===== src/rtl/addsub_pkg.sv =====
// addsub_pkg: shared types and default widths for the add/sub function stage
// and the block accumulator that sits downstream of it.
//   accum_state_e    : accumulator FSM state (ACCUM collects, HOLD presents)
//   ADDSUB_DATA_W    : width of one add/sub result
//   ADDSUB_ACC_W     : accumulator width
//   ADDSUB_BLOCK_LEN : results summed per block
package addsub_pkg;

  typedef enum logic [0:0] {
    ACCUM = 1'b0,
    HOLD  = 1'b1
  } accum_state_e;

  localparam int ADDSUB_DATA_W    = 4;
  localparam int ADDSUB_ACC_W     = 12;
  localparam int ADDSUB_BLOCK_LEN = 8;

endpackage : addsub_pkg


===== src/rtl/addsub_accum.sv =====
// addsub_accum: block accumulator for the add/sub stage results.
// Sums BLOCK_LEN accepted results into an ACC_W accumulator, counts how many
// came from additions and how many from subtractions, then presents the
// totals on a valid/ready output and holds them until they are taken.
//
// Handshake semantics (both sides): a transfer happens on a rising edge where
// valid and ready are both 1. ready never depends combinationally on valid;
// here in_ready_o and out_valid_o are decoded from the state register only.
//
// Ports:
//   clk_i          clock, rising edge
//   rst_i          synchronous active-high reset (beats clear_i)
//   clear_i        synchronous abort of the current block (beats handshakes)
//   in_valid_i     result present
//   in_ready_o     block can accept a result (state == ACCUM)
//   in_data_i      result value, unsigned, DATA_W bits
//   in_add_i       1 = addition result, 0 = subtraction result
//   out_valid_o    block totals valid (state == HOLD)
//   out_ready_i    consumer takes totals
//   out_sum_o      sum of the block's results, modulo 2^ACC_W
//   out_add_cnt_o  number of addition results in the block
//   out_sub_cnt_o  number of subtraction results in the block
//   out_ovf_o      sticky: accumulator carried out during this block
//   dbg_state_o    current FSM state, for observation only
module addsub_accum
  import addsub_pkg::*;
#(
  parameter  int DATA_W    = ADDSUB_DATA_W,
  parameter  int ACC_W     = ADDSUB_ACC_W,
  parameter  int BLOCK_LEN = ADDSUB_BLOCK_LEN,
  localparam int CNT_W     = $clog2(BLOCK_LEN + 1)
) (
  input  logic              clk_i,
  input  logic              rst_i,
  input  logic              clear_i,
  input  logic              in_valid_i,
  output logic              in_ready_o,
  input  logic [DATA_W-1:0] in_data_i,
  input  logic              in_add_i,
  output logic              out_valid_o,
  input  logic              out_ready_i,
  output logic [ACC_W-1:0]  out_sum_o,
  output logic [CNT_W-1:0]  out_add_cnt_o,
  output logic [CNT_W-1:0]  out_sub_cnt_o,
  output logic              out_ovf_o,
  output accum_state_e      dbg_state_o
);

  if (ACC_W <= DATA_W) begin : g_bad_acc_w
    $error("addsub_accum: ACC_W must be greater than DATA_W");
  end
  if (BLOCK_LEN < 2) begin : g_bad_block_len
    $error("addsub_accum: BLOCK_LEN must be at least 2");
  end

  localparam logic [CNT_W-1:0] LAST_IDX = CNT_W'(BLOCK_LEN - 1);

  accum_state_e     state_q;
  logic [ACC_W-1:0] sum_q;
  logic [CNT_W-1:0] add_cnt_q;
  logic [CNT_W-1:0] sub_cnt_q;
  logic [CNT_W-1:0] smp_cnt_q;
  logic             ovf_q;

  // One extra bit on top of the accumulator captures the carry out.
  logic [ACC_W:0]   sum_ext;
  logic             in_hs;

  always_comb begin
    sum_ext = {1'b0, sum_q} + {{(ACC_W + 1 - DATA_W){1'b0}}, in_data_i};
    in_hs   = in_valid_i && (state_q == ACCUM);
  end

  always_ff @(posedge clk_i) begin
    if (rst_i || clear_i) begin
      state_q   <= ACCUM;
      sum_q     <= '0;
      add_cnt_q <= '0;
      sub_cnt_q <= '0;
      smp_cnt_q <= '0;
      ovf_q     <= 1'b0;
    end else begin
      case (state_q)
        ACCUM: begin
          if (in_hs) begin
            sum_q     <= sum_ext[ACC_W-1:0];
            ovf_q     <= ovf_q | sum_ext[ACC_W];
            smp_cnt_q <= smp_cnt_q + 1'b1;
            if (in_add_i) add_cnt_q <= add_cnt_q + 1'b1;
            else          sub_cnt_q <= sub_cnt_q + 1'b1;
            // This accept completes the block.
            if (smp_cnt_q == LAST_IDX) state_q <= HOLD;
          end
        end
        HOLD: begin
          if (out_ready_i) begin
            state_q   <= ACCUM;
            sum_q     <= '0;
            add_cnt_q <= '0;
            sub_cnt_q <= '0;
            smp_cnt_q <= '0;
            ovf_q     <= 1'b0;
          end
        end
        default: state_q <= ACCUM;
      endcase
    end
  end

  assign in_ready_o    = (state_q == ACCUM);
  assign out_valid_o   = (state_q == HOLD);
  assign out_sum_o     = sum_q;
  assign out_add_cnt_o = add_cnt_q;
  assign out_sub_cnt_o = sub_cnt_q;
  assign out_ovf_o     = ovf_q;
  assign dbg_state_o   = state_q;

endmodule : addsub_accum


===== config.mk =====
export PLATFORM = sky130hd
export DESIGN_NAME = addsub_accum
export DESIGN_NICKNAME = d
export VERILOG_FILES = /design/src/rtl/addsub_pkg.sv /design/src/rtl/addsub_accum.sv
export SDC_FILE = /design/constraint.sdc
export NUM_CORES = 1
export LEC_CHECK = 0
export CORE_UTILIZATION = 52
export DETAILED_ROUTE_END_ITERATION = 8
export PLACE_DENSITY_LB_ADDON = 0.3
export SLEW_MARGIN = 20
export SYNTH_ARGS = -nofsm -noshare
export SYNTH_HDL_FRONTEND = slang
export SYNTH_SLANG_ARGS = --single-unit

===== constraint.sdc =====
create_clock -name clk_i -period 3.5 [get_ports clk_i]
set_input_delay 0.525 -clock clk_i [delete_from_list [all_inputs] [get_ports clk_i]]
set_output_delay 0.525 -clock clk_i [all_outputs]
set_load 0.01 [all_outputs]

---- Yosys cells after proc, flatten, opt, wreduce, memory -nomap -nowiden ----
Index checks and enable logic that the tools add are counted.
storage, ports and cells
  flip-flop bits (word level) ............. 26
cells by class
  mux-type cells .......................... 19
  eq/ne operators ......................... 5
  add/subtract/negate cells ............... 4
  reductions and logical operators ........ 5
  bitwise gates (word level) .............. 2
operators by type and width
  operator             count
  $mux 12              2
  $mux 4               6
  $pmux 12 s2          1
  $pmux 4 s2           3
  $add 12x4->13        1
  $add 4x1->4 const B  3
  $reduce_and 3->1     2
  $mux 1               5
  $eq 4x3->1 const B   1
  $ne 2x1->1 const B   2
  $ne 2x2->1 const B   2
  $pmux 1 s2           2
  $reduce_and 2->1     1
  $logic_and 1x1->1    1
  $logic_or 1x1->1     1
  $not 1->1            1
  $or 1x1->1           1

---- Longest topological paths before layout ----
  word-level depth ........................ 4
  mapped depth ............................ 6
  mapped depth without buffers ............ 6

---- Least setup slack after synthesis ----
Ideal clock, no wire load.
  kind .................................... input-to-reg
  start ................................... input port in_data_i[0]
  end ..................................... register sum_q[8] (netlist: out_sum_o[8])
  stages on the path ...................... 6
  arrival time ............................ 1,881 ps
  path buffers ............................ 0
  setup time .............................. 65 ps
  required time ........................... 3,435 ps
  slack ................................... 1,553 ps
  cells stage by stage .................... ha_1 fa_1 a211oi_2 nor4_2 mux2_2 nor2_1
on the way
  word-level cells in the longest chain between the ends .. 3
ends and longest elaborated chain
  what                  RTL line            RTL
  start, declared       addsub_accum.sv:38  input logic [DATA_W-1:0] in_data_i,
  $add 12x4->13         addsub_accum.sv:70  sum_ext = {1'b0, sum_q} + {{(ACC_W + 1 - DATA_W){1'b0}}, in_data_i};
  $mux 12               addsub_accum.sv:85  if (in_hs) begin
  $pmux 12 s2           addsub_accum.sv:83  case (state_q)
  end signal, assigned  addsub_accum.sv:86  sum_q <= sum_ext[ACC_W-1:0];
  end, declared         addsub_accum.sv:59  logic [ACC_W-1:0] sum_q;
Every way passes these cells. The select of a mux whose other input is x is not followed.
A chain may end at the register's enable or synchronous reset.

---- Final worst setup path ----
Same ends and word-level chain as after synthesis.

==> out/qor.yml <==
status:
  outcome: "complete, no violations"
final_layout:
  n_fill_cell: 199
  finalNetCount: 199
  drive_above_1_share_pct: 7.778
  fin_cells: 210
  n_antenna_cell: 0
  synthToLayoutAreaGrowth_pct: 28.56
worst_setup_path:
  end_kind: "register"
  crit_buf_inv: 1
  path_max_fanout: 3
  critPathTopFamily: "adder cells"
  arrival_ps: 2400
  cp.required_ps: 3770
  crit_path_start_kind: "primary input"
  cp_slowest_cell: "fa_1"
  crit_type: "primary input to register"
  worstPathCellList: "clkdlybuf4s50_1, ha_1, fa_1, a211oi_2, nor4_2, mux2_2, nor2_1"
  critPathMaxStageDelay_ps: 450
route:
  drtIter0Drc: 18
  drc: 0
  wl_per_cell_um: 14.82
  vias_per_cell: 5.752
  antenna_left: 0
  dr.pass1.iters: 4
  wl_um: 3112
  vias: 1208
floorplan:
  die_h_um: 53.19
  rows: 18
  core_area_um2: 2477
  initial_utilization_pct: 55.00
  die_w_um: 53.19
  num_io_pins: 34
  die_area_um2: 2829
clock_network:
  cts_tree: "done"
  clk_latency_ps: 320
  clock-root-buffer: "clkbuf_4"
  postCtsHoldBufs: 0
  postCtsSetupBuffers: 0
  post_cts_resized: 0
  htree_num_levels: 1
  cts_buffers: 3
  cts_num_sinks: 26
  clkSlewWorstSetupHoldPaths_ps: 150
  clk_path_buf_depth: 2
timing:
  min_period_ps: 2135
  setup-tns-final_ps: 0
  hold_viol_final: 0
  rsz0062_at_grt: "false"
  final-max-slew-violation-count: 0
  max_slew_margin_pct: 42.32
  setup_violations: 0
  worst_pin_slew_ps: 865.3
  skew_ps: 12.60
  max_freq_mhz: 468.3
  fin_crit_sh_pct: 61.01
power:
  power.total_w: 0.0005737
  p_per_area_nw_per_um2: 327.5
  p_leak_nw: 0.6606
  max-vdd-ir-drop_v: 0.0002592
placement:
  port_buffers: 33
  place_inst: 206
  gp_congestion: 0.8577
  dp_hpwl_um: 2309
grt:
  grt_pass1_wl_um: 4857
  grt_max_degree: 16
  grt_antenna_before_repair: 0
  grt-ovfl-total: 0
  grt_usage_pct: 23.54
  grt_pass1_vias: 1122
synthesis:
  synthCells: 148
  synth.distinct_cells: 45
  synthFlopType: "dfxtp_1"
  avgSynthCellArea_um2: 9.206
  ys_async_sr_fraction_pct: 0
  ys.warnings.count: 0
  synth.cell_area_um2: 1363
  synth_top_area_share_pct: 38.20
  yosysSeqAreaShare_pct: 38.20
  ys_top_cells_by_area: "dfxtp_1 38%, ha_1 6.4%, nor2_1 5.5%"
  synth_largest_area_cell: "dfxtp_1"
  ys_ff_latch: 26
  syn_nets: 166
  synth_edf_count: 0
hold_path:
  hp-class: "register to register"
flow_run:
  drv_cap: 0
## logic make-up after synthesis
family	share of synthesized area [%]
AND/OR/NAND/NOR	25.07
multiplexers	4.775
buffers and inverters	3.397
AO/OA/AOI/OAI	16.16
flip-flops	38.20
adder cells (fa/ha/maj)	7.897
XOR/XNOR	4.500
## layout make-up
type / instances / area, um^2 / area share [%]
clock buffers: 3 / 22.52 / 1.286
clock inverters: 1 / 30.03 / 1.714
inverters: 4 / 15.01 / 0.8571
multi-input cells: 113 / 795.8 / 45.43
flip-flops and latches: 26 / 520.5 / 29.71
well taps: 30 / 37.54 / 2.143
repair buffers: 33 / 330.3 / 18.86
## metrics by stage
| step | utilization (%) | area [um^2] | worst slack (ps) | hold WS (ps) |
|---|---|---|---|---|
| after floorplan | - | 1363 | 1553 | 458.2 |
| after global placement | 68.59 | 1699 | 1066 | 471.3 |
| after global routing | 70.71 | 1752 | 1290 | 540.5 |
| after detailed placement | 68.59 | 1699 | 1030 | 490.2 |
| final | 70.71 | 1752 | 1365 | 509.9 |
| after CTS | 70.71 | 1752 | 1365 | 510.3 |
## flip-flops by register name (all words and copies together), names as in the netlist
name,count
out_sum_o,12
out_add_cnt_o,4
out_sub_cnt_o,4
smp_cnt_q,4
dbg_state_o,1
out_ovf_o,1
## power breakdown
group | internal [W] | total, W | switching [W]
clock | 0.000116 | 0.000206 | 0.0000898
sequential | 0.000300 | 0.000303 | 0.00000366
combinational | 0.0000303 | 0.0000647 | 0.0000344
## cell usage in the layout (no fill, tap or decap), drive strengths merged, types with 2 or more instances in the layout
cell type,instances
mux2i,5
nor3,2
and2,2
nor2,20
a21oi,6
a211oi,4
o21ai,7
ha,7
a21o,2
nand3,7
o2111ai,2
nand2,10
or3,5
clkdlybuf4s50,33
clkbuf,3
inv,4
o211ai,2
a22oi,4
nor4,2
xor2,6
nand3b,2
dfxtp,26
## per-layer routing
layer | GRT usage (%) | wire length [um] | up-vias
met2 | 44.94 | 1610 | 27
met1 | 27.05 | 1372 | 578
li1 | - | - | 601
met5 | 0 | 0 | -
met4 | 5.702 | 11 | 0
met3 | 3.161 | 118 | 2
## worst register-to-register path, cell delays in order (launching register included)
cell      delay [ps]
dfxtp_1          350
ha_1             230
fa_1             450
a211oi_2         330
nor4_2           100
mux2_2           280
nor2_1            70
## cells in the mapped netlist, types with 2 or more instances
cell type / number
dfxtp_1: 26
nor2_1: 20
nand2_1: 10
ha_1: 7
nand3_1: 7
o21ai_0: 7
a21oi_1: 6
xor2_1: 6
or3_1: 5
a22oi_1: 4
inv_1: 4
mux2i_1: 4
a211oi_1: 3
a21o_1: 2
clkbuf_1: 2
nand3b_1: 2
nor3_1: 2
nor4_2: 2
o2111ai_1: 2
o211ai_1: 2
## final timing paths
path / from / endpoint / slack (ps) / cells after the start
max reg2reg: out_sum_o[0] / out_sum_o[8] / 1650 / 6
min: out_sum_o[10] / out_sum_o[10] / 510 / 2
max: in_data_i[0] / out_sum_o[8] / 1360 / 7
min reg2reg: out_sum_o[10] / out_sum_o[10] / 510 / 2
No activity file was read; power rests on OpenSTA's default activity.
